===== src/rtl/dmem_pkg.sv =====
// ----------------------------------------------------------------------------
// dmem_pkg
// Shared definitions for the data-memory arbiter:
//   arb_state_e : arbiter state (normal CPU-priority mode / locked DBG burst)
//   owner_e     : tag recording which port a pending read belongs to
//   DMEM_ADDR_W / DMEM_DATA_W : default geometry of the 128x32 data memory
// ----------------------------------------------------------------------------
package dmem_pkg;

  typedef enum logic {
    ST_CPU = 1'b0,
    ST_DBG = 1'b1
  } arb_state_e;

  typedef enum logic {
    OWN_CPU = 1'b0,
    OWN_DBG = 1'b1
  } owner_e;

  localparam int DMEM_ADDR_W = 7;
  localparam int DMEM_DATA_W = 32;

endpackage


===== src/rtl/dmem_arbiter.sv =====
// ----------------------------------------------------------------------------
// dmem_arbiter
// Shares the single-port data memory between the pipeline MEM stage (CPU port)
// and a debug/loader master (DBG port). The CPU has fixed priority; an age
// counter forces a DBG grant after MAX_WAIT refused cycles. A DBG master may
// lock the memory for a burst of up to MAX_BURST grants, during which the
// pipeline is stalled. One memory access per cycle; grant is combinational.
//
// Ports
//   clk, rst                      clock, asynchronous active-high reset
//   cpu_req/we/addr/wdata         CPU access request (from MEM stage)
//   cpu_stall                     CPU request not served this cycle
//   cpu_rdata/cpu_rvalid          CPU read return, one cycle after grant
//   dbg_req/lock/we/addr/wdata    DBG access request, lock asks for a burst
//   dbg_gnt                       DBG access performed this cycle
//   dbg_rdata/dbg_rvalid          DBG read return, one cycle after grant
//   mem_en/we/addr/wdata          strobe and fields to the memory array
//   mem_rdata                     registered memory read data (1-cycle)
// ----------------------------------------------------------------------------
module dmem_arbiter
  import dmem_pkg::*;
#(
  parameter int ADDR_W    = DMEM_ADDR_W,
  parameter int DATA_W    = DMEM_DATA_W,
  parameter int MAX_WAIT  = 4,
  parameter int MAX_BURST = 8
) (
  input  logic              clk,
  input  logic              rst,
  input  logic              cpu_req,
  input  logic              cpu_we,
  input  logic [ADDR_W-1:0] cpu_addr,
  input  logic [DATA_W-1:0] cpu_wdata,
  output logic              cpu_stall,
  output logic [DATA_W-1:0] cpu_rdata,
  output logic              cpu_rvalid,
  input  logic              dbg_req,
  input  logic              dbg_lock,
  input  logic              dbg_we,
  input  logic [ADDR_W-1:0] dbg_addr,
  input  logic [DATA_W-1:0] dbg_wdata,
  output logic              dbg_gnt,
  output logic [DATA_W-1:0] dbg_rdata,
  output logic              dbg_rvalid,
  output logic              mem_en,
  output logic              mem_we,
  output logic [ADDR_W-1:0] mem_addr,
  output logic [DATA_W-1:0] mem_wdata,
  input  logic [DATA_W-1:0] mem_rdata
);

  localparam int WAIT_W  = $clog2(MAX_WAIT + 1);
  localparam int BURST_W = $clog2(MAX_BURST + 1);
  localparam logic [WAIT_W-1:0]  WAIT_MAX  = WAIT_W'(MAX_WAIT);
  localparam logic [BURST_W-1:0] BURST_MAX = BURST_W'(MAX_BURST);
  localparam logic [BURST_W-1:0] BURST_ONE = BURST_W'(1);

  arb_state_e         state;
  arb_state_e         state_nxt;
  logic [WAIT_W-1:0]  wait_cnt;
  logic [WAIT_W-1:0]  wait_nxt;
  logic [BURST_W-1:0] burst_cnt;
  logic [BURST_W-1:0] burst_nxt;
  logic               cpu_grant;
  logic               dbg_grant;
  logic               rd_pend;
  owner_e             rd_owner;
  logic [DATA_W-1:0]  cpu_rdata_hold;
  logic [DATA_W-1:0]  dbg_rdata_hold;

  // Grant selection and state/burst next-value logic.
  always_comb begin
    cpu_grant = 1'b0;
    dbg_grant = 1'b0;
    state_nxt = state;
    burst_nxt = burst_cnt;
    case (state)
      ST_CPU: begin
        if (dbg_req && (!cpu_req || (wait_cnt == WAIT_MAX))) begin
          dbg_grant = 1'b1;
        end else if (cpu_req) begin
          cpu_grant = 1'b1;
        end else begin
          cpu_grant = 1'b0;
        end
        if (dbg_grant && dbg_lock) begin
          state_nxt = ST_DBG;
          burst_nxt = BURST_ONE;
        end else begin
          state_nxt = ST_CPU;
          burst_nxt = {BURST_W{1'b0}};
        end
      end
      ST_DBG: begin
        dbg_grant = dbg_req;
        // burst_cnt counts grants already made in the burst; the burst ends
        // on the cycle that performs the MAX_BURST-th grant, so the CPU (with
        // wait_cnt cleared) wins the very next cycle.
        if (!dbg_req || !dbg_lock) begin
          state_nxt = ST_CPU;
          burst_nxt = {BURST_W{1'b0}};
        end else if ((burst_cnt + BURST_ONE) == BURST_MAX) begin
          state_nxt = ST_CPU;
          burst_nxt = {BURST_W{1'b0}};
        end else begin
          state_nxt = ST_DBG;
          burst_nxt = burst_cnt + BURST_ONE;
        end
      end
      default: begin
        state_nxt = ST_CPU;
        burst_nxt = {BURST_W{1'b0}};
      end
    endcase
  end

  // Age counter: counts refused DBG cycles, saturating at MAX_WAIT.
  always_comb begin
    wait_nxt = wait_cnt;
    if (!dbg_req || dbg_grant) begin
      wait_nxt = {WAIT_W{1'b0}};
    end else if (wait_cnt == WAIT_MAX) begin
      wait_nxt = wait_cnt;
    end else begin
      wait_nxt = wait_cnt + {{(WAIT_W-1){1'b0}}, 1'b1};
    end
  end

  // Port handshakes and memory-side mux; everything is quiet during reset.
  always_comb begin
    cpu_stall = !rst && cpu_req && !cpu_grant;
    dbg_gnt   = !rst && dbg_grant;
    mem_en    = !rst && (cpu_grant || dbg_grant);
    if (dbg_grant) begin
      mem_we    = mem_en && dbg_we;
      mem_addr  = dbg_addr;
      mem_wdata = dbg_wdata;
    end else begin
      mem_we    = mem_en && cpu_we;
      mem_addr  = cpu_addr;
      mem_wdata = cpu_wdata;
    end
  end

  // Arbiter state and counters.
  always_ff @(posedge clk or posedge rst) begin
    if (rst) begin
      state     <= ST_CPU;
      wait_cnt  <= {WAIT_W{1'b0}};
      burst_cnt <= {BURST_W{1'b0}};
    end else begin
      state     <= state_nxt;
      wait_cnt  <= wait_nxt;
      burst_cnt <= burst_nxt;
    end
  end

  // Read-return tracking: remember whether a read was granted and for whom.
  always_ff @(posedge clk or posedge rst) begin
    if (rst) begin
      rd_pend  <= 1'b0;
      rd_owner <= OWN_CPU;
    end else begin
      rd_pend  <= (cpu_grant && !cpu_we) || (dbg_grant && !dbg_we);
      rd_owner <= dbg_grant ? OWN_DBG : OWN_CPU;
    end
  end

  assign cpu_rvalid = rd_pend && (rd_owner == OWN_CPU);
  assign dbg_rvalid = rd_pend && (rd_owner == OWN_DBG);

  // Hold the last returned word per port so rdata stays stable between reads.
  always_ff @(posedge clk or posedge rst) begin
    if (rst) begin
      cpu_rdata_hold <= {DATA_W{1'b0}};
      dbg_rdata_hold <= {DATA_W{1'b0}};
    end else begin
      if (cpu_rvalid) begin
        cpu_rdata_hold <= mem_rdata;
      end
      if (dbg_rvalid) begin
        dbg_rdata_hold <= mem_rdata;
      end
    end
  end

  // Memory data is already registered, so pass it through in the rvalid cycle.
  assign cpu_rdata = cpu_rvalid ? mem_rdata : cpu_rdata_hold;
  assign dbg_rdata = dbg_rvalid ? mem_rdata : dbg_rdata_hold;

endmodule


===== config.mk =====
export PLATFORM = sky130hd
export DESIGN_NAME = dmem_arbiter
export DESIGN_NICKNAME = d
export VERILOG_FILES = /design/src/rtl/dmem_pkg.sv /design/src/rtl/dmem_arbiter.sv
export SDC_FILE = /design/constraint.sdc
export NUM_CORES = 1
export LEC_CHECK = 0
export ABC_AREA = 0
export BUFFER_PORTS_ARGS = -buffer_cell sky130_fd_sc_hd__clkbuf_2
export CAP_MARGIN = 30
export CORE_MARGIN = 2
export CORE_UTILIZATION = 30
export CTS_CLUSTER_SIZE = 28
export DETAILED_ROUTE_END_ITERATION = 10
export SLEW_MARGIN = 15
export SYNTH_ARGS = -nofsm -noshare
export SYNTH_HDL_FRONTEND = slang
export SYNTH_SLANG_ARGS = --single-unit
export TNS_END_PERCENT = 30

===== constraint.sdc =====
create_clock -name clk -period 2.9 [get_ports clk]
set_input_delay 0.145 -clock clk [delete_from_list [all_inputs] [get_ports clk]]
set_output_delay 0.145 -clock clk [all_outputs]
set_load 0.01 [all_outputs]

==> run summary, run 1 <==
In the post-synthesis netlist, the biggest area contributors are sky130_fd_sc_hd__dfrtp_1 54%, sky130_fd_sc_hd__mux2_2 32%, sky130_fd_sc_hd__mux2_1 1.6%. The logs give 60.6% for the relative slew slack and 0 for the initial antenna violation count. The tools report the hold path startpoint as dbg_we. The placed instances occupy a cell area of 4700 um2. Data arrives at the worst endpoint at 2280 ps. For the worst setup path, the data required time is 2760 ps.

At the pin with the least slew margin, the transition time is 591 ps. The design internal power is 2.39 mW, and the depth of the CTS H-tree is 3. The number of nets handed over by synthesis was 357.

The setup path with the least slack is of type reg2out. The worst min-delay path class is in2reg. The diode insertion count for antenna repair was 0; the global-route usage over all layers was 13.9%.

The worst hold path passes through 2 cells. The tools report the endpoint of the worst hold-timing path as rd_pend. After detailed routing, the number of remaining DRC violations is 0.

Final hold analysis gives a worst-case slack of 44.4 ps. Broken down by cell family, the worst path's largest delay share belongs to buffers and inverters. For the setup slack at placement, the log shows 814 ps. The critical path's slowest cell was sky130_fd_sc_hd__buf_4.

The maximum operating frequency came out at 0.413 GHz. After clock tree synthesis, the clock-pin slew on the worst setup and hold paths is 50 ps. The tools report the worst reg2reg path endpoint as rd_pend. The tools report the standby leakage power as 2.56 nW.

The tools report the die area as 12300 um2. The run gives 0 as the number of hold violations in the final report. The mean cell area of the mapped netlist is 14.5 um2, and the cell depth of the worst flop-to-flop path is 6.

The switching power share of the total was 27.7%; the utilization after layout was 44.2%. Count of routing violations after the opening detailed-route iteration: 93. The library cell used most frequently in the layout, excluding fill and tap cells, is sky130_fd_sc_hd__clkbuf_2. The total grt overflow was 0; the maximum fanout encountered on the critical timing path was 42. The signal on the critical path passes through inv_1 -> ha_1 -> and2_4 -> o21ai_4 -> buf_4 -> mux2_2 -> clkbuf_2.

Summed over all nets, the switching power comes to 0.916 mW. In this run the remaining antenna-violating nets after routing total 0. The region available for standard cell placement spans 11300 um2.

The total placed cells including tap cells is 597. The flow ran to the end, and the final reports show no timing, DRC or antenna violations. Start of the worst register-to-register path: wait_cnt[0].

The share of post-route cells with drive strength above 1 came out at 74.0%. The die is 111 um wide. The number of buffers inserted by post-CTS setup repair is 0, and the non-filler instance count after layout is 612.

Clock tree synthesis found a total of 74 sinks. The final weighted congestion of routability-driven global placement was 0.731; the number of buffers on the longest clock path was 2. Longest individual stage delay on the worst path: 450 ps.

The via count of the first global-routing pass was 2815. The clock buffer count from CTS is 9. The worst path meets setup with 476 ps of slack.

During synthesis, Yosys emitted a total of 0 warnings. The clock insertion delay at the later pin of the skew report is 320 ps. The share of the yosys chip area belonging to registers came out at 54.0%. The layout overhead on the synthesized area was 45.4%; the initial cell density of the core was 30.4%. The setup check on the worst reg-to-reg path leaves a slack of 1150 ps. The vias per cell is 4.57. The number of input and output port buffers inserted is 225. The run gives 3430 um2 as the post-synthesis cell area.

The post-route cell area was 4980 um2. During I/O placement, the number of pins put on the boundary was 226. Counting flops and latches in the post-synthesis netlist gives 74.

The total vias in the final route is 2799. The share of power burned in the clock network is 31.5%. The top cell types in the final layout, fill and taps aside, are 225 x sky130_fd_sc_hd__clkbuf_2, 98 x sky130_fd_sc_hd__mux2_2, 74 x sky130_fd_sc_hd__dfrtp_1. The buffering stage count on the worst path with inverters included is 3. The tools report the total count of max-transition violations in the final report as 0. The number of different library cells used by synthesis comes to 31.

The row count is 39, and the final net count is 586. The dominant cell type by area after synthesis is sky130_fd_sc_hd__dfrtp_1. After synthesis, the largest area contributor takes up 54.0% of total cell area.

STA classifies the critical path startpoint as a flop. Combinational logic burns 28.8% of the power. The number of maximum-capacitance violations was 0. The number of endpoints failing setup at the final stage came out at 0.

The logs give 6720 um for the placed wire-length estimate after detailed placement and 13700 um for the global-route wire length before repair. The routed design could run at a clock period as short as 2420 ps. The total design power was 3.30 mW; the average routed wire per standard cell was 14.0 um. TritonCTS built the clock tree.

After technology mapping, the gate count stands at 237. Setup repair after global routing left no endpoint under its margin. Power spread over the standard cell area amounts to 663 nW/um2. Measured along the y axis, the die boundary spans 111 um. The type of element capturing the critical path was an output pin. The run gives 8580 um as the total wire length. The logs give 439 uV for the maximum vdd ir drop and 39.7% for the power share of the sequential group. For this run, the detailed router's first-pass iteration total came to 4.

Post-route setup TNS: 0 ps. Entering global routing, the biggest net connects 43 pins. The tools report the clock root buffer as sky130_fd_sc_hd__clkbuf_16. Between clock sinks in the finished design, the worst skew comes to 6.09 ps. The final cycle utilization of the critical path works out to 83.6%.
-- cell families (layout without fill, tap and decap cells) --
logic type	Yosys count	in the layout	share of synthesized area, %
AOI/OAI and AO/OA	12	12	3.18
xor gates and xnor gates	1	1	0.256
adders and majority gates	3	3	1.10
buffers and inverters	19	251	3.25
DFF	74	74	54.0
muxes	104	104	34.1
and+or+nand+nor	24	24	4.05
-- metal layers --
layer / routed length [um] / global-route usage [%]
met1: 3350 / 15.8
met2: 4560 / 25.1
met3: 577 / 4.05
met4: 97 / 4.17
met5: 0 / 0
-- what timing repair did --
item | CTS | global route
hold endpoints to repair | 32 | 0
hold buffers | 1 | 0
resized for setup | 0 | 0
-- state kept, by name, summed over array words and instances, names as in the netlist --
name            cells
cpu_rdata_hold     32
dbg_rdata_hold     32
burst_cnt           4
wait_cnt            3
rd_owner            1
rd_pend             1
state               1
-- area by class of cell --
cell class              count  area, um2
inverters                   7       27.5
clock inverters             4       45.0
clock buffers              10        229
fillers                  1059       6290
well taps                 143        179
repair buffers            230       1180
flip-flops and latches     74       1850
multi-input cells         144       1470
-- Yosys cell counts (all sizes together) --
| library cell | instances |
|---|---|
| mux2 | 103 |
| dfrtp | 74 |
| buf | 12 |
| inv | 7 |
| nor2 | 7 |
| nand2 | 5 |
| ha | 3 |
| o21ai | 3 |
| a21bo | 2 |
| nand2b | 2 |
| nand4b | 2 |
| nor2b | 2 |
| a2111o | 1 |
| a211o | 1 |
| a21oi | 1 |
| a311o | 1 |
| and2 | 1 |
| and3 | 1 |
| mux2i | 1 |
| nand3 | 1 |
| nand3b | 1 |
| nor3b | 1 |
| nor4b | 1 |
| o2111ai | 1 |
| o211a | 1 |
| o32ai | 1 |
| xnor2 | 1 |
-- power by group through the flow --
stage | combinational (mW) | sequential [mW] | clock (mW)
floorplan | 0.561 | 1.31 | 0
global placement | 0.953 | 1.32 | 0
detailed placement | 0.967 | 1.33 | 0
CTS | 0.971 | 1.32 | 1.08
global route | 1.04 | 1.33 | 1.12
finish | 0.951 | 1.31 | 1.04
-- how the worst max path moves through the flow --
stage	start	end	slack [ps]	cells past startpoint
finish	wait_cnt[0]	mem_wdata[12]	480	7
global route	wait_cnt[0]	mem_wdata[10]	340	7
CTS	wait_cnt[0]	mem_wdata[12]	460	7
detailed placement	wait_cnt[0]	mem_wdata[12]	810	7
global placement	wait_cnt[0]	mem_wdata[12]	870	7
floorplan	rst	mem_we	580	3
Note: power is estimated with default switching activity, not from simulation.
==> inputs of run 2 (changes only) <==
clock period = 2.4 ns   (was 2.9 ns; I/O delays follow)
==> run summary, run 2 (synthesized netlist as in run 1, its figures left out) <==
The tool flagged a number of max-cap violations equal to 0. The vias per cell is 4.51. The run gives 11300 um2 as the area of the core region. The detail route stage leaves a number of antenna-violating nets equal to 0. For this configuration, the core starts out at a cell density of 30.4%. In the layout the commonest cells are 225 x sky130_fd_sc_hd__clkbuf_2, 98 x sky130_fd_sc_hd__mux2_2, 74 x sky130_fd_sc_hd__dfrtp_1. The total overflow left after global routing is 0. After clock tree synthesis, the clock-pin slew on the worst setup and hold paths is 60 ps. Worst-margin pin slew: 404 ps. For the die area, the log shows 12300 um2. Total vias in the final route: 2779. The total count of max-transition violations in the final report was 0. The worst setup path is captured at an output pin. In this run the worst path has a maximum fanout of 42.

The final critical delay including setup and external delays came out at 2190 ps. TritonCTS built the clock tree. The run gives 0 ps as the post-route setup TNS. The number of hold violations in the final report was 0.

For this design the top-level I/O count stands at 226. Leaving out fill and tap cells, the most frequent cell in the layout is sky130_fd_sc_hd__clkbuf_2. Before antenna repair, the detailed router went through 4 iterations.

The placed wire-length estimate after detailed placement is 6860 um, and the standby leakage power is 2.56 nW. Wires add up to 8770 um. The largest registers in the layout are cpu_rdata_hold x32, dbg_rdata_hold x32, burst_cnt x4. In this run the core area contains 39 standard-cell rows. The clock buffer count from CTS was 9.

The worst min-delay path class is in2reg. Total power for the finished layout comes to 4.03 mW. Clock latency on the worst-skew pair, taken at its later pin, is 330 ps.

For this run, design rule violations remaining after detail routing come to 0. The run gives 0 as the initial antenna violation count. Setup repair after global routing left no endpoint under its margin. The worst path uses 91.2% of the clock period. The flow ran to the end, and the final reports show no timing, DRC or antenna violations. The run gives 14300 um as the global-route wire length before repair.

The TritonCTS sink count was 74. For this run, the total global-route usage over all layers was measured as 14.6%. The width of the die is 111 um.

Number of input and output port buffers inserted: 225. The setup clock skew after layout came out at 3.69 ps. For this run, the post-layout net count is 588.

Clock root buffer: sky130_fd_sc_hd__clkbuf_16. The number of placed instances, taps included, is 599. Dividing the detail-routed wire length by the instance count gives 14.2 um. Timing would allow up to 0.457 GHz.

The number of buffers inserted by post-CTS setup repair was 0; the depth of the CTS H-tree was 3. Setup violations remaining at the end of the flow were counted as 0. The total power density per cell area is 802 nW/um2.

Data arrives at the worst endpoint at 2070 ps. The required arrival time at the worst endpoint is 2280 ps, and the utilization after layout is 44.5%. Once layout is complete, the cells apart from fillers number 616. Via count of the first global-routing pass: 2899.

The worst pin sits at a relative slew slack of 73.0%. Measured along the y axis, the die boundary spans 111 um. The share of post-route cells with drive strength above 1 is 73.4%. Entering global routing, the biggest net connects 43 pins. Count of routing violations after the opening detailed-route iteration: 97. The layout overhead on the synthesized area came out at 46.4%. 0 antenna diodes ended up in the layout. The run gives 2 as the number of buffers on the longest clock path. The tools report the maximum vdd ir drop as 587 uV.

The setup path with the least slack is of type reg2out. For the final weighted congestion of routability-driven global placement, the log shows 0.761. The worst setup path is launched from a flop.
## run 2: changes by cell type in the layout (fill, tap and decap cells not counted), sizes merged
cell      before  now
clkbuf       235  239
clkinv         4    1
clkinvlp       0    1
buf            4    6
## run 2: path summary, 6_finish.rpt
check,from,endpoint,slack [ps],cells after the start
max in group asynchronous,rst,dbg_rdata_hold[14],1360,4
min in group asynchronous,rst,wait_cnt[1],340,3
hold / removal,dbg_we,rd_pend,10,2
hold reg to reg,wait_cnt[0],wait_cnt[0],470,1
setup / recovery,wait_cnt[0],mem_wdata[26],210,7
setup reg to reg,wait_cnt[0],rd_pend,910,6
## run 2: critical path: stages (launching register included)
cell and delay (ps):
sky130_fd_sc_hd__dfrtp_1 370, sky130_fd_sc_hd__inv_1 60, sky130_fd_sc_hd__ha_1 230, sky130_fd_sc_hd__and2_4 170, sky130_fd_sc_hd__o21ai_4 160, sky130_fd_sc_hd__buf_12 240
sky130_fd_sc_hd__mux2_2 370, sky130_fd_sc_hd__clkbuf_2 130
## run 2: metrics by stage
step / hold WS, ps / setup WS (ps) / area [um2]
after detailed placement: 154 / 554 / 4730
after global placement: 152 / 582 / 4730
final: 10.6 / 210 / 5020
after CTS: 6.28 / 184 / 5020
after global routing: 4.73 / 70.9 / 5020
after floorplan: 212 / 134 / 3430
## run 2: final cells by class
cell class | instances | area (um2)
clock buffers | 14 | 244
flip-flops and latches | 74 | 1850
multi-input cells | 144 | 1470
well taps | 143 | 179
inverters | 7 | 27.5
repair buffers | 232 | 1210
fillers | 1068 | 6250
clock inverters | 2 | 37.5
## run 2: repair_timing
item / CTS / global route
hold buffers: 1 / 0
hold endpoints to repair: 19 / 0
gates resized for setup: 0 / 0
## run 2: layer usage
layer,vias up,wire length (um),track usage (%)
met3,11,599,4.87
met2,121,4520,25.5
met5,-,0,0
met4,0,119,5.08
met1,1329,3530,16.8
li1,1318,-,-
## run 2: where the power goes
group / leakage (nW) / internal, mW / switching (mW)
Clock: 0.131 / 0.806 / 0.477
Sequential: 0.883 / 1.52 / 0.0652
Combinational: 1.55 / 0.583 / 0.574
